[src/rtl/rd_cfg_sequencer.sv]
// Read-configuration sequencer.
// Queues read requests, issues them one at a time to a data manager, tracks the
// returning valid beats and enforces a minimum idle gap between issues.
module rd_cfg_sequencer #(
   parameter int unsigned QDEPTH  = 4,   // read-request queue depth
   parameter int unsigned TIMEOUT = 32,  // max quiet cycles in a transaction (1..63)
   parameter int unsigned MIN_GAP = 2    // idle cycles enforced between issues
) (
   input  logic       clk_i,
   input  logic       reset_n_i,
   input  logic       en_i,
   input  logic       rd_req_i,
   input  logic [2:0] pre_amble_sett_i,
   input  logic [1:0] bl_i,
   input  logic       post_amble_sett_i,
   input  logic       read_crc_enable_i,
   input  logic       phy_crc_mode_i,
   input  logic       dm_rddata_valid_i,
   output logic [2:0] dm_pre_amble_o,
   output logic [1:0] dm_bl_o,
   output logic       dm_post_amble_o,
   output logic       dm_crc_en_o,
   output logic       dm_crc_mode_o,
   output logic       dm_rddata_en_o,
   output logic       busy_o,
   output logic       q_full_o,
   output logic       req_drop_o,
   output logic       done_o,
   output logic       timeout_o,
   output logic       unexp_o
);

   localparam int unsigned PtrW = (QDEPTH > 1) ? $clog2(QDEPTH) : 1;
   localparam int unsigned CntW = $clog2(QDEPTH + 1);
   localparam int unsigned GapW = (MIN_GAP > 1) ? $clog2(MIN_GAP) : 1;

   typedef enum logic [2:0] {
      StIdle,
      StIssue,
      StWait,
      StBurst,
      StGap
   } state_e;

   // With no gap configured a finished transaction goes straight back to idle.
   localparam state_e StAfterEnd = (MIN_GAP == 0) ? StIdle : StGap;

   // Queue storage: entry layout {pre[2:0], bl[1:0], post, crc_en, crc_mode}
   logic [7:0]      mem_q [QDEPTH];
   logic [PtrW-1:0] wr_ptr_q, wr_ptr_d;
   logic [PtrW-1:0] rd_ptr_q, rd_ptr_d;
   logic [CntW-1:0] count_q, count_d;
   logic            q_empty, q_full;
   logic            push, pop;
   logic            drop_q, drop_d;

   // Transaction tracking
   state_e          state_q, state_d;
   logic [7:0]      cfg_q, cfg_d;
   logic [4:0]      beat_cnt_q, beat_cnt_d;
   logic [4:0]      exp_beats;
   logic [5:0]      idle_cnt_q, idle_cnt_d;
   logic [GapW-1:0] gap_cnt_q, gap_cnt_d;
   logic            done, tmo, unexp;

   // Queue occupancy, accept/drop decision and pointer advance
   always_comb begin
      q_empty  = (count_q == '0);
      q_full   = (count_q == CntW'(QDEPTH));
      // A full queue still accepts when the head leaves in the same cycle.
      push     = rd_req_i && (!q_full || pop);
      drop_d   = rd_req_i && !push;
      wr_ptr_d = wr_ptr_q;
      rd_ptr_d = rd_ptr_q;
      count_d  = count_q;
      if (push) begin
         wr_ptr_d = (wr_ptr_q == PtrW'(QDEPTH - 1)) ? '0 : wr_ptr_q + PtrW'(1);
      end
      if (pop) begin
         rd_ptr_d = (rd_ptr_q == PtrW'(QDEPTH - 1)) ? '0 : rd_ptr_q + PtrW'(1);
      end
      if (push && !pop) begin
         count_d = count_q + CntW'(1);
      end else if (!push && pop) begin
         count_d = count_q - CntW'(1);
      end
   end

   // Beats expected for the active transaction, decoded from the held config
   always_comb begin
      unique case (cfg_q[4:3])
         2'b00:   exp_beats = 5'd8;
         2'b01:   exp_beats = 5'd16;
         2'b10:   exp_beats = 5'd4;
         default: exp_beats = 5'd8;
      endcase
      exp_beats = exp_beats + {4'd0, cfg_q[1]};
   end

   // Sequencer next-state, counters and event pulses
   always_comb begin
      state_d    = state_q;
      cfg_d      = cfg_q;
      beat_cnt_d = beat_cnt_q;
      idle_cnt_d = idle_cnt_q;
      gap_cnt_d  = gap_cnt_q;
      pop        = 1'b0;
      done       = 1'b0;
      tmo        = 1'b0;
      unexp      = 1'b0;
      unique case (state_q)
         StIdle: begin
            unexp = dm_rddata_valid_i;
            if (en_i && !q_empty) begin
               // Head is loaded now so the config is stable while the enable is high.
               state_d = StIssue;
               cfg_d   = mem_q[rd_ptr_q];
            end
         end
         StIssue: begin
            pop        = 1'b1;
            beat_cnt_d = '0;
            idle_cnt_d = '0;
            state_d    = StWait;
         end
         StWait, StBurst: begin
            if (dm_rddata_valid_i) begin
               idle_cnt_d = '0;
               beat_cnt_d = beat_cnt_q + 5'd1;
               if (beat_cnt_d == exp_beats) begin
                  done      = 1'b1;
                  gap_cnt_d = '0;
                  state_d   = StAfterEnd;
               end else begin
                  state_d = StBurst;
               end
            end else begin
               idle_cnt_d = idle_cnt_q + 6'd1;
               if (idle_cnt_q == 6'(TIMEOUT - 1)) begin
                  tmo       = 1'b1;
                  gap_cnt_d = '0;
                  state_d   = StAfterEnd;
               end
            end
         end
         StGap: begin
            unexp = dm_rddata_valid_i;
            if (gap_cnt_q == GapW'(MIN_GAP - 1)) begin
               state_d = StIdle;
            end else begin
               gap_cnt_d = gap_cnt_q + GapW'(1);
            end
         end
         default: state_d = StIdle;
      endcase
   end

   // Queue storage write; contents need no reset since the pointers define validity
   always_ff @(posedge clk_i) begin
      if (push) begin
         mem_q[wr_ptr_q] <= {pre_amble_sett_i, bl_i, post_amble_sett_i,
                             read_crc_enable_i, phy_crc_mode_i};
      end
   end

   // State and control registers with synchronous active-low reset
   always_ff @(posedge clk_i) begin
      if (!reset_n_i) begin
         state_q    <= StIdle;
         wr_ptr_q   <= '0;
         rd_ptr_q   <= '0;
         count_q    <= '0;
         drop_q     <= 1'b0;
         cfg_q      <= '0;
         beat_cnt_q <= '0;
         idle_cnt_q <= '0;
         gap_cnt_q  <= '0;
      end else begin
         state_q    <= state_d;
         wr_ptr_q   <= wr_ptr_d;
         rd_ptr_q   <= rd_ptr_d;
         count_q    <= count_d;
         drop_q     <= drop_d;
         cfg_q      <= cfg_d;
         beat_cnt_q <= beat_cnt_d;
         idle_cnt_q <= idle_cnt_d;
         gap_cnt_q  <= gap_cnt_d;
      end
   end

   // Outputs; same-cycle event pulses are masked while reset is asserted so an
   // aborted burst never reports completion or timeout.
   always_comb begin
      dm_pre_amble_o  = cfg_q[7:5];
      dm_bl_o         = cfg_q[4:3];
      dm_post_amble_o = cfg_q[2];
      dm_crc_en_o     = cfg_q[1];
      dm_crc_mode_o   = cfg_q[0];
      dm_rddata_en_o  = (state_q == StIssue);
      busy_o          = (state_q == StIssue) || (state_q == StWait) || (state_q == StBurst);
      q_full_o        = q_full;
      req_drop_o      = drop_q;
      done_o          = done && reset_n_i;
      timeout_o       = tmo && reset_n_i;
      unexp_o         = unexp && reset_n_i;
   end

endmodule

[config.mk]
export PLATFORM = sky130hd
export DESIGN_NAME = rd_cfg_sequencer
export DESIGN_NICKNAME = d
export VERILOG_FILES = /design/src/rtl/rd_cfg_sequencer.sv
export SDC_FILE = /design/constraint.sdc
export NUM_CORES = 1
export LEC_CHECK = 0
export ABC_AREA = 1
export CAP_MARGIN = 20
export CORE_MARGIN = 2
export CORE_UTILIZATION = 55
export CTS_CLUSTER_SIZE = 14
export DETAILED_ROUTE_END_ITERATION = 8
export GPL_TIMING_DRIVEN = 1
export PLACE_DENSITY = 0.83
export SYNTH_ARGS = -nofsm -noshare
export SYNTH_HDL_FRONTEND = slang
export SYNTH_SLANG_ARGS = --single-unit
[constraint.sdc]
create_clock -name clk_i -period 3.91 [get_ports clk_i]
set_input_delay 0.5865 -clock clk_i [delete_from_list [all_inputs] [get_ports clk_i]]
set_output_delay 0.5865 -clock clk_i [all_outputs]
set_load 0.01 [all_outputs]
# After elaboration in Yosys (flattened, before gate mapping)
# Memories as Yosys holds them, arrays and structs flattened. A register that Yosys moved wholly into a read port is not among the register bits.
# Index checks and enable logic that the tools add are counted.
# classes
add_sub_neg	8
eq_ne	16
n_mux	30
reduce_logical	27
# op_table
cell	count
$mux 3	7
$pmux 5 s2	2
$mux 1	14
$pmux 3 s4	1
$pmux 6 s2	1
$logic_and 1x1->1	8
$add 6x1->6 const B	1
$eq 2x2->1 const B	3
$eq 3x2->1 const B	2
$eq 3x3->1 const B	2
$eq 6x5->1 const B	1
$logic_not 3->1	2
$mux 6	1
$ne 2x2->1 const B	3
$ne 3x3->1 const B	2
$reduce_and 3->1	2
$reduce_bool 2->1	3
$add 5x1->5	1
$add 5x1->5 const B	1
$eq 5x5->1	1
$logic_not 1->1	5
$mux 5	1
$add 2x1->2 const B	2
$mux 2	2
other kinds (9)	13
# word_totals
regBits	23
mem_bits_rw	32
out_inout_bits	15
memories	1
# memory_table
memory	words	width	rd	rd_ports_with_merged_regs	wr	line_no	source
mem_q	4	8	1	1	1	49	logic [7:0] mem_q [QDEPTH];

# Longest topological paths before layout
# Gate-level depths: netlist of the first run.
# depth
ltp_word	8
ltp_mapped	13
depth_no_buf	13

# Worst setup path after synthesis of the first run
# No wires, ideal clock.
# synth_path
path_type	register -> register
start	register state_q[2]
end	register count_q[2]
setup_ps	122
t_arrival_ps	1954
t_required_ps	3788
setup_slack_ps	1834
path_stages_with_launch	13
path_buffers	0
synth_period_minus_slack_ps	2076
path_cell_list	dfxtp_1 -> nor3_2 -> inv_2 -> nand2_1 -> nand2_2 -> inv_1 -> ha_1 -> inv_1 -> fa_1 -> a21oi_1 -> o21ai_0 -> o21ai_0 -> a21oi_1
# synth_via
elab_chain_cells	7
# synth_rtl
element	line_no	source
start: declaration	58	state_e state_q, state_d;
start signal: assignment	169	state_q <= StIdle;
start signal: assignment	179	state_q <= state_d;
$eq 3x1->1 (*)	n/a	
net dm_rddata_en_o	24	output logic dm_rddata_en_o,
$mux 1 (*)	111	unique case (state_q)
$logic_or 1x1->1 (*)	71	push = rd_req_i && (!q_full || pop);
$logic_and 1x1->1 (*)	71	
net push	54	logic push, pop;
$logic_not 1->1	84	end else if (!push && pop) begin
$logic_and 1x1->1	84	
$reduce_bool 2->1 (no source line)	n/a	
end signal: assignment	182	count_q <= count_d;
end: declaration	52	logic [CntW-1:0] count_q, count_d;
# Mark *: on every way through the listed nets, which the timed path passes. The rest lies on a longest branch.
# A chain may end at the register's enable or synchronous reset.

# Worst setup path after layout of the first run
# layout_path
start	input reset_n_i
end	output unexp_o
# layout_via
elab_chain_cells	1
# layout_rtl
element	line_no	source
start: declaration	10	input logic reset_n_i,
$logic_and 1x1->1	205	unexp_o = unexp && reset_n_i;
end: declaration	30	output logic unexp_o
# No other way between the ends.

==> impl_summary.txt, run 1 <==
----------------------------------------------------
[STA]
  Setup TNS ... 0 ns
  Maximum clock frequency ... 343 MHz
  Worst-case headroom to the max-slew limit ... 0.450
  Number of endpoints with negative hold slack in the final report ... 0
  Count of final setup violators ... 0
  Pins Over Slew Limit ... 0
  Post-layout minimum cycle time ... 2.91 ns
  Slew at the pin with the worst max-slew slack ... 0.822 ns
  Clock skew ... 0.00955 ns
  Final period utilization ... 0.745
  RSZ-0062 raised after global routing ... no

[Global routing]
  Pin count of the biggest net entering global routing ... 23
  Number of antenna violations at the first check in global routing ... 0
  Global-route wire length before repair ... 8510 microns
  GRT Resource Usage Total ... 0.205
  Total overflow reported by the global router ... 0
  Vias in the first global route ... 1967

[Synthesis]
  Share of async-settable or async-resettable flops after synthesis ... 0
  Average cell area after synthesis ... 9.17 sq um
  Yosys reg bits ... 63
  Synth Flop Type ... edfxtp_1
  Count of mapped cells out of synthesis ... 310
  Total of warnings raised by yosys ... 0
  Number of flops mapped to enable cells by yosys ... 32
  Nets in the synthesized netlist ... 334
  Number of library cell types mapped by synthesis ... 33
  Fraction of the yosys area taken by sequential cells ... 0.557
  Post-synthesis cell area ... 2840 sq um

[Drt]
  Via-to-Cell Ratio ... 5.15
  Routed wire length on met3 ... 187 microns
  Topmost layer with routed signal wires ... met4
  Vias ... 2142
  First drt pass iteration count ... 4
  Metal-1 WL ... 2390 microns
  Detailed router's first-iteration violation count ... 116
  Average wire per standard cell ... 13.0 microns
  Detailed Route WL ... 5400 microns
  Detail Route met2 WL ... 2730 microns
  Count of antenna-violating nets left after detailed routing ... 0
  Drc violations ... 0

[Placement]
  Placement Cell Area ... 3160 sq um
  Half-perimeter wire length of the detailed placement result ... 3770 microns
  Final weighted congestion of routability-driven global placement ... 0.806
  Number of buffers inserted by port buffering ... 27

[Worst setup path]
  Worst Setup Start Kind ... primary input
  Origin of the critical flop-to-flop path ... state_q[2]
  Cell count of the worst reg-to-reg path ... 12
  Category of the most critical setup path ... primary input to output pin
  Critical path data required time ... 3.32 ns
  R2r endpoint ... count_q[2]
  CP arrival ... 2.33 ns
  Crit-path max FO ... 22
  Flop2flop setup slack ... 1.70 ns
  Worst setup EP type ... output pin

[Flow run]
  Reported max-cap violation count ... 0

[CTS]
  Clock tree root buffer cell ... clkbuf_8
  Number of post-CTS setup repair buffers ... 0
  H-tree lvl count ... 3
  Number of sinks on the clock net ... 63
  Insertion delay of the later-clocked pin in the worst-skew pair ... 0.34 ns
  Clock-pin slew reported for the worst setup and hold paths after clock tree synthesis ... 0.07 ns
  Number of buffers created by CTS ... 9
  Clock tree from TritonCTS ... yes
  Hold-fix buffers at CTS ... 0
  Number of cells upsized or downsized after cts ... 0
  Deepest clock path buffer count ... 2

[Power]
  Reported leakage power ... 1.23 nW
  Worst-case vdd ir drop ... 376 uV
  Pwr Total ... 2.07 mW
  Pwr per Cell Area ... 618 nW/um^2

[Final layout]
  Storage cell area ... 1580 sq um
  Leading cell types in the layout, fill and taps excluded ... nor2_1, nand2_1, inv_1, edfxtp_1, dfxtp_1
  Most common cell after layout, fill and taps aside ... nor2_1
  Filler Cell Count ... 386
  Share of post-route cells with drive strength above 1 ... 0.113
  Cell area after layout ... 3350 sq um
  Total area of multi-input combinational cells ... 1050 sq um
  Antenna cell count ... 0
  Final Net Count ... 365
  Layout area overhead ... 18.0%

[Min path]
  Number of cells on the worst hold path ... 2
  Hold worst-path end ... gap_cnt_q
  Worst hold-check path type ... flop to flop
  Worst Hold Launch ... gap_cnt_q

[Outcome]
  Status ... finished, final reports clean

[Floorplanning]
  Chip width ... 75.9 microns
  # IOs ... 28
  Initial Utilization ... 0.564
  Count of standard-cell rows ... 26
  Die ar. ... 5760 sq um
  Core box area ... 5040 sq um
  Die Y ... 75.9 microns

----------------------------------------------------
## power breakdown
| part | leakage (nW) | internal, mW | switching (mW) |
|---|---|---|---|
| Combinational | 0.596 | 0.256 | 0.375 |
| Clock | 0.0883 | 0.292 | 0.251 |
| Sequential | 0.547 | 0.810 | 0.0890 |
| Total | 1.23 | 1.36 | 0.715 |
## final cells by class
| type | count | area share |
|---|---|---|
| clock buffer | 10 | 0.0381 |
| clock inverter | 6 | 0.0187 |
| inverter | 43 | 0.0482 |
| multi-input combinational | 196 | 0.314 |
| sequential | 63 | 0.472 |
| tap | 70 | 0.0261 |
| timing repair buffer | 28 | 0.0829 |
## flip-flops by register name, indices dropped and copies added, names as in the netlist
name,cells
req_drop_o,1
state_q,3
rd_ptr_q,2
cfg_q,8
idle_cnt_q,6
mem_q,32
wr_ptr_q,2
gap_cnt_q,1
count_q,3
beat_cnt_q,5
## layer usage
layer / up-vias / global-route usage
li1: 1103 / -
met1: 995 / 0.239
met2: 34 / 0.351
met3: 10 / 0.0608
met4: 0 / 0.0877
met5: - / 0
## worst max path at each step
stage	start	to	slack, ns	depth (start not counted)
2_1_floorplan	state_q[2]	count_q[2]	1.83	12
3_3_place_gp	reset_n_i	timeout_o	1.00	5
3_5_place_dp	reset_n_i	unexp_o	0.99	5
4_1_cts	reset_n_i	unexp_o	0.99	5
5_1_grt	reset_n_i	unexp_o	0.84	5
6_report	reset_n_i	unexp_o	1.0	5
## synth_stat cells (all sizes together), types with 3 or more instances
library cell	count	area share
nor2	52	0.079
inv	42	0.055
nand2	42	0.062
o21ai	39	0.070
edfxtp	32	0.34
dfxtp	31	0.22
a21oi	20	0.038
nand3	14	0.028
ha	10	0.044
a31oi	6	0.013
buf	5	0.012
clkbuf	3	0.0040
nor3	3	0.0070
## metrics by stage
step | util | worst slack, ns | instances | hold WS [ns]
global route | 0.665 | 0.844 | 416 | 0.498
global placement | 0.627 | 1.00 | 400 | 0.459
CTS | 0.665 | 0.990 | 416 | 0.477
finish | 0.665 | 0.995 | 416 | 0.479
detailed placement | 0.627 | 0.989 | 400 | 0.466
floorplan | - | 1.83 | 310 | 0.444
## worst max-delay path, cell delays in order
cell and delay, ns:
clkdlybuf4s50_1 0.45, buf_4 0.23, inv_1 0.25, nor3_1 0.24, clkdlybuf4s50_1 0.57
## kinds of logic (layout without fill, tap and decap cells)
kind of cell    count (synthesis)  after routing  synth area share
compound gates                 70             70             0.134
fa+ha+maj                      11             11            0.0511
flops                          63             63             0.557
simple gates                  115            115             0.185
buf+inv                        51             87            0.0727
(Power assumes the default switching activity.)
==> run 2: changes to the inputs <==
- clock period: 3.91 -> 2.9 ns (I/O delays scaled with it)
==> impl_summary.txt, run 2 (synthesis gave the netlist of run 1 again) <==
----------------------------------------------------
[Placement]
  Half-perimeter wire length of the detailed placement result ... 3880 microns (+2.9%)
  Placement Cell Area ... 3200 sq um (+1.2%)
  Final weighted congestion of routability-driven global placement ... 0.853 (+5.7%)
  Dpl cells ... 405 (+1.3%)
  Number of buffers inserted by port buffering ... 27 (unchanged)

[STA]
  Slew at the pin with the worst max-slew slack ... 0.540 ns (-0.282 ns)
  Number of endpoints with negative hold slack in the final report ... 0 (unchanged)
  Worst-case headroom to the max-slew limit ... 0.640 (+0.190)
  RSZ-0062 raised after global routing ... no
  Count of final setup violators ... 0 (unchanged)
  Pins Over Slew Limit ... 0 (unchanged)
  Clock skew ... 0.0101 ns (+0.000511 ns)
  Post-layout minimum cycle time ... 2.62 ns
  Final period utilization ... 0.902
  Maximum clock frequency ... 382 MHz
  Setup TNS ... 0 ns (unchanged)

[Flow run]
  Reported max-cap violation count ... 0 (unchanged)

[Drt]
  First drt pass iteration count ... 4 (unchanged)
  Vias ... 2141 (-0.047%)
  Detailed Route WL ... 5440 microns (+0.74%)
  Average wire per standard cell ... 12.9 microns (-0.46%)
  Count of antenna-violating nets left after detailed routing ... 0 (unchanged)
  Drc violations ... 0 (unchanged)
  Via-to-Cell Ratio ... 5.09 (-1.2%)
  Detailed router's first-iteration violation count ... 165 (+42%)

[Floorplanning]
  Die Y ... 75.9 microns (unchanged)
  Count of standard-cell rows ... 26 (unchanged)
  # IOs ... 28 (unchanged)
  Core box area ... 5040 sq um (unchanged)
  Initial Utilization ... 0.564 (unchanged)
  Chip width ... 75.9 microns (unchanged)
  Die ar. ... 5760 sq um (unchanged)

[Final layout]
  Most common cell after layout, fill and taps aside ... nor2_1
  Final Net Count ... 370 (+1.4%)
  Leading cell types in the layout, fill and taps excluded ... nor2_1, nand2_1, inv_1, edfxtp_1, dfxtp_1
  Share of post-route cells with drive strength above 1 ... 0.123 (+0.00979)
  Non-filler cells in the finished layout ... 421 (+1.2%)
  Largest regs ... mem_q (32), cfg_q (8), idle_cnt_q (6)
  Max reg flops ... 32 (unchanged)
  Antenna cell count ... 0 (unchanged)
  Layout area overhead ... 19.0%
  Top register by number of flip-flops ... mem_q
  Filler Cell Count ... 387 (+0.26%)
  Final cell utilization of the core ... 0.670 (+0.00571)
  Cell area after layout ... 3380 sq um (+0.86%)

[Worst setup path]
  Crit-path max FO ... 7 (-68%)
  Critical path data required time ... 2.47 ns (-0.85 ns)
  Worst Setup Start Kind ... flop
  Crit path buffers/inverters ... 2 (-2)
  Cell type group with the largest total delay on the critical path ... buffers and inverters
  Category of the most critical setup path ... flop to output pin
  CP arrival ... 2.18 ns (-0.15 ns)
  Highest-delay cell along the critical path ... clkdlybuf4s50_1
  Most repeated library cell on the critical path ... nor2_1
  Delay of the slowest critical-path stage ... 0.54 ns (-0.03 ns)
  Worst setup EP type ... output pin
  Critical path, cell by cell ... ha_1, inv_1, nand2_1, nor2_1, nand3_1, nor2_1, nand3_2, nor2_1, clkdlybuf4s50_1

[Global routing]
  Pin count of the biggest net entering global routing ... 20 (-13%)
  Total overflow reported by the global router ... 0 (unchanged)
  Number of antenna violations at the first check in global routing ... 0 (unchanged)
  Vias in the first global route ... 1959 (-0.41%)
  Global-route wire length before repair ... 8770 microns (+3.0%)
  GRT Resource Usage Total ... 0.212 (+0.00736)

[CTS]
  Clock-pin slew reported for the worst setup and hold paths after clock tree synthesis ... 0.06 ns (about the same)
  Clock tree from TritonCTS ... yes
  Number of sinks on the clock net ... 63 (unchanged)
  Number of buffers created by CTS ... 9 (unchanged)
  H-tree lvl count ... 3 (unchanged)
  Insertion delay of the later-clocked pin in the worst-skew pair ... 0.34 ns (about the same)
  Clock tree root buffer cell ... clkbuf_8
  Number of post-CTS setup repair buffers ... 0 (unchanged)
  Deepest clock path buffer count ... 2 (unchanged)

[Power]
  Reported leakage power ... 1.26 nW (+2.7%)
  Pwr per Cell Area ... 824 nW/um^2 (+33%)
  Worst-case vdd ir drop ... 503 uV (+34%)
  Pwr Total ... 2.79 mW (+34%)

[Min path]
  Worst hold-check path type ... flop to flop

[Outcome]
  Status ... finished, final reports clean

----------------------------------------------------
[run 2: worst paths after layout]
kind                            slack [ns]  cells after the start          start          to
worst max-delay path                  0.28                      9  beat_cnt_q[0]      done_o
worst min-delay path                  0.48                      2      gap_cnt_q   gap_cnt_q
worst max register to register        0.73                     12     state_q[2]  count_q[2]
worst min register to register        0.48                      2      gap_cnt_q   gap_cnt_q
[run 2: repair_timing]
action	4_1_cts	5_1_grt
setup endpoints to repair	0	1
resized for setup	0	1
hold buffers	0	0
[run 2: layer usage]
metal | GRT usage | share of wire
met4 | 0.0897 | 0.020
met1 | 0.250 | 0.44
met2 | 0.356 | 0.50
met3 | 0.0701 | 0.040
met5 | 0 | 0
[run 2: cell type report]
cell class                      count  area [sq um]  area share
Clock buffer                       11           131      0.0389
Clock inverter                      5          48.8      0.0144
Inverter                           43           161      0.0477
Multi-Input combinational cell    196          1050       0.312
Sequential cell                    63          1580       0.468
Tap cell                           70          87.6      0.0259
Timing Repair Buffer               33           315      0.0933
[run 2: report_power, final]
group / internal [mW] / switching (mW) / leakage, nW
Clock: 0.390 / 0.317 / 0.0945
Sequential: 1.09 / 0.0972 / 0.547
Combinational: 0.361 / 0.528 / 0.623
[run 2: worst min-delay path, cell delays in order (launching register included)]
cell     delay, ns
dfxtp_1       0.32
nand2_2       0.07
a21oi_2       0.04
[run 2: metrics by stage]
stage,setup WS [ns],hold slack [ns]
final,0.284,0.483
after global routing,0.0858,0.510
after CTS,0.198,0.484
after detailed placement,0.406,0.471
after global placement,0.460,0.459
after floorplan,0.824,0.444
==> run 3: changes to the inputs <==
- HOLD_SLACK_MARGIN: unset -> 0.12
- RECOVER_POWER: unset -> 25
==> impl_summary.txt, run 3 (synthesis gave the netlist of run 1 again) <==
----------------------------------------------------
[Floorplanning]
  Die Y ... 75.9 microns (unchanged)
  Chip width ... 75.9 microns (unchanged)
  Core box area ... 5040 sq um (unchanged)
  Initial Utilization ... 0.564 (unchanged)
  # IOs ... 28 (unchanged)
  Count of standard-cell rows ... 26 (unchanged)
  Die ar. ... 5760 sq um (unchanged)

[Worst setup path]
  Cell type group with the largest total delay on the critical path ... buffers and inverters
  Most repeated library cell on the critical path ... nor2_1
  Delay of the slowest critical-path stage ... 0.54 ns (about the same)
  Category of the most critical setup path ... flop to output pin
  Worst setup EP type ... output pin
  Crit-path max FO ... 7 (unchanged)
  Crit path buffers/inverters ... 2 (unchanged)
  CP arrival ... 2.18 ns (about the same)
  Worst Setup Start Kind ... flop
  Critical path data required time ... 2.47 ns (about the same)
  Critical path, cell by cell ... ha_1, inv_1, nand2_1, nor2_1, nand3_1, nor2_1, nand3_2, nor2_1, clkdlybuf4s50_1
  Highest-delay cell along the critical path ... clkdlybuf4s50_1

[Drt]
  Average wire per standard cell ... 12.9 microns (about the same)
  Detailed router's first-iteration violation count ... 165 (unchanged)
  Count of antenna-violating nets left after detailed routing ... 0 (unchanged)
  Vias ... 2135 (-0.28%)
  Drc violations ... 0 (unchanged)
  Detailed Route WL ... 5440 microns (about the same)
  First drt pass iteration count ... 4 (unchanged)
  Via-to-Cell Ratio ... 5.07 (-0.28%)

[Flow run]
  Reported max-cap violation count ... 0 (unchanged)

[Final layout]
  Cell area after layout ... 3380 sq um (unchanged)
  Top register by number of flip-flops ... mem_q
  Filler Cell Count ... 387 (unchanged)
  Most common cell after layout, fill and taps aside ... nor2_1
  Max reg flops ... 32 (unchanged)
  Leading cell types in the layout, fill and taps excluded ... nor2_1, nand2_1, inv_1, edfxtp_1, dfxtp_1
  Antenna cell count ... 0 (unchanged)
  Final Net Count ... 370 (unchanged)
  Share of post-route cells with drive strength above 1 ... 0.123 (unchanged)
  Layout area overhead ... 19.0% (unchanged)
  Largest regs ... mem_q (32), cfg_q (8), idle_cnt_q (6)

[CTS]
  Number of sinks on the clock net ... 63 (unchanged)
  Clock tree root buffer cell ... clkbuf_8
  Insertion delay of the later-clocked pin in the worst-skew pair ... 0.34 ns (about the same)
  Clock tree from TritonCTS ... yes
  H-tree lvl count ... 3 (unchanged)
  Deepest clock path buffer count ... 2 (unchanged)
  Number of buffers created by CTS ... 9 (unchanged)
  Clock-pin slew reported for the worst setup and hold paths after clock tree synthesis ... 0.06 ns (about the same)
  Hold-fix buffers at CTS ... 0 (unchanged)

[Placement]
  Half-perimeter wire length of the detailed placement result ... 3880 microns (unchanged)
  Final weighted congestion of routability-driven global placement ... 0.853 (unchanged)
  Number of buffers inserted by port buffering ... 27 (unchanged)
  Placement Cell Area ... 3200 sq um (unchanged)

[Global routing]
  Vias in the first global route ... 1959 (unchanged)
  Pin count of the biggest net entering global routing ... 20 (unchanged)
  Number of antenna violations at the first check in global routing ... 0 (unchanged)
  GRT Resource Usage Total ... 0.212 (unchanged)
  Total overflow reported by the global router ... 0 (unchanged)
  Global-route wire length before repair ... 8770 microns (unchanged)

[Power]
  Pwr per Cell Area ... 823 nW/um^2 (about the same)
  Pwr Total ... 2.78 mW (about the same)
  Reported leakage power ... 1.27 nW (+0.15%)
  Worst-case vdd ir drop ... 503 uV (about the same)

[STA]
  Slew at the pin with the worst max-slew slack ... 0.540 ns (-0.00000298 ns)
  Pins Over Slew Limit ... 0 (unchanged)
  Maximum clock frequency ... 382 MHz (about the same)
  RSZ-0062 raised after global routing ... no
  Count of final setup violators ... 0 (unchanged)
  Number of endpoints with negative hold slack in the final report ... 0 (unchanged)
  Final period utilization ... 0.903 (about the same)
  Worst-case headroom to the max-slew limit ... 0.640 (about the same)
  Post-layout minimum cycle time ... 2.62 ns (+0.000941 ns)
  Setup TNS ... 0 ns (unchanged)
  Clock skew ... 0.0100 ns (-0.0000415 ns)

[Min path]
  Worst hold-check path type ... flop to flop

[Outcome]
  Status ... finished, final reports clean

----------------------------------------------------
run 3: cell count changes in the layout (fill, tap and decap cells not counted), sizes merged:
cell | previous run | this run
dlygate4sd3 | 0 | 7
clkdlybuf4s50 | 27 | 20
run 3: worst min-delay path, cell delays in order, from the launching register on:
cell and delay, ns:
dfxtp_1 0.32, nand2_2 0.07, a21oi_2 0.04
run 3: final cells by class:
type                    count  area (sq um)  share of cell area
clock buffers              11           131              0.0389
clock inverters             5          48.8              0.0144
inverters                  43           161              0.0477
multi-input cells         196          1050               0.312
flip-flops and latches     63          1580               0.468
well taps                  70          87.6              0.0259
repair buffers             33           315              0.0933
run 3: worst paths after layout:
path	from	to	slack, ns	cells after the start
setup reg to reg	state_q[2]	count_q[2]	0.73	12
hold / removal	gap_cnt_q	gap_cnt_q	0.48	2
hold reg to reg	gap_cnt_q	gap_cnt_q	0.48	2
setup / recovery	beat_cnt_q[0]	done_o	0.28	9
run 3: report_power, final:
part	switching (mW)	internal [mW]
Sequential	0.0971	1.09
Clock	0.317	0.390
Combinational	0.529	0.358
Total	0.943	1.84
run 3: per-stage QoR:
| step | cells | setup WS (ns) | utilization | hold WS (ns) |
|---|---|---|---|---|
| after global routing | 421 | 0.0858 | 0.670 | 0.510 |
| after global placement | 405 | 0.460 | 0.634 | 0.459 |
| after CTS | 421 | 0.198 | 0.670 | 0.484 |
| final | 421 | 0.283 | 0.670 | 0.483 |
| after detailed placement | 405 | 0.406 | 0.634 | 0.471 |
| after floorplan | 310 | 0.824 | - | 0.444 |
run 3: repair_timing:
action | in CTS | in global routing
resized for setup | 0 | 1
setup buffers | 0 | 0
endpoints found under the setup margin | 0 | 1
run 3: layer usage:
layer	global-route usage	wire, microns
met1	0.250	2380
met3	0.0701	223
met5	0	0
met4	0.0897	110
met2	0.356	2730
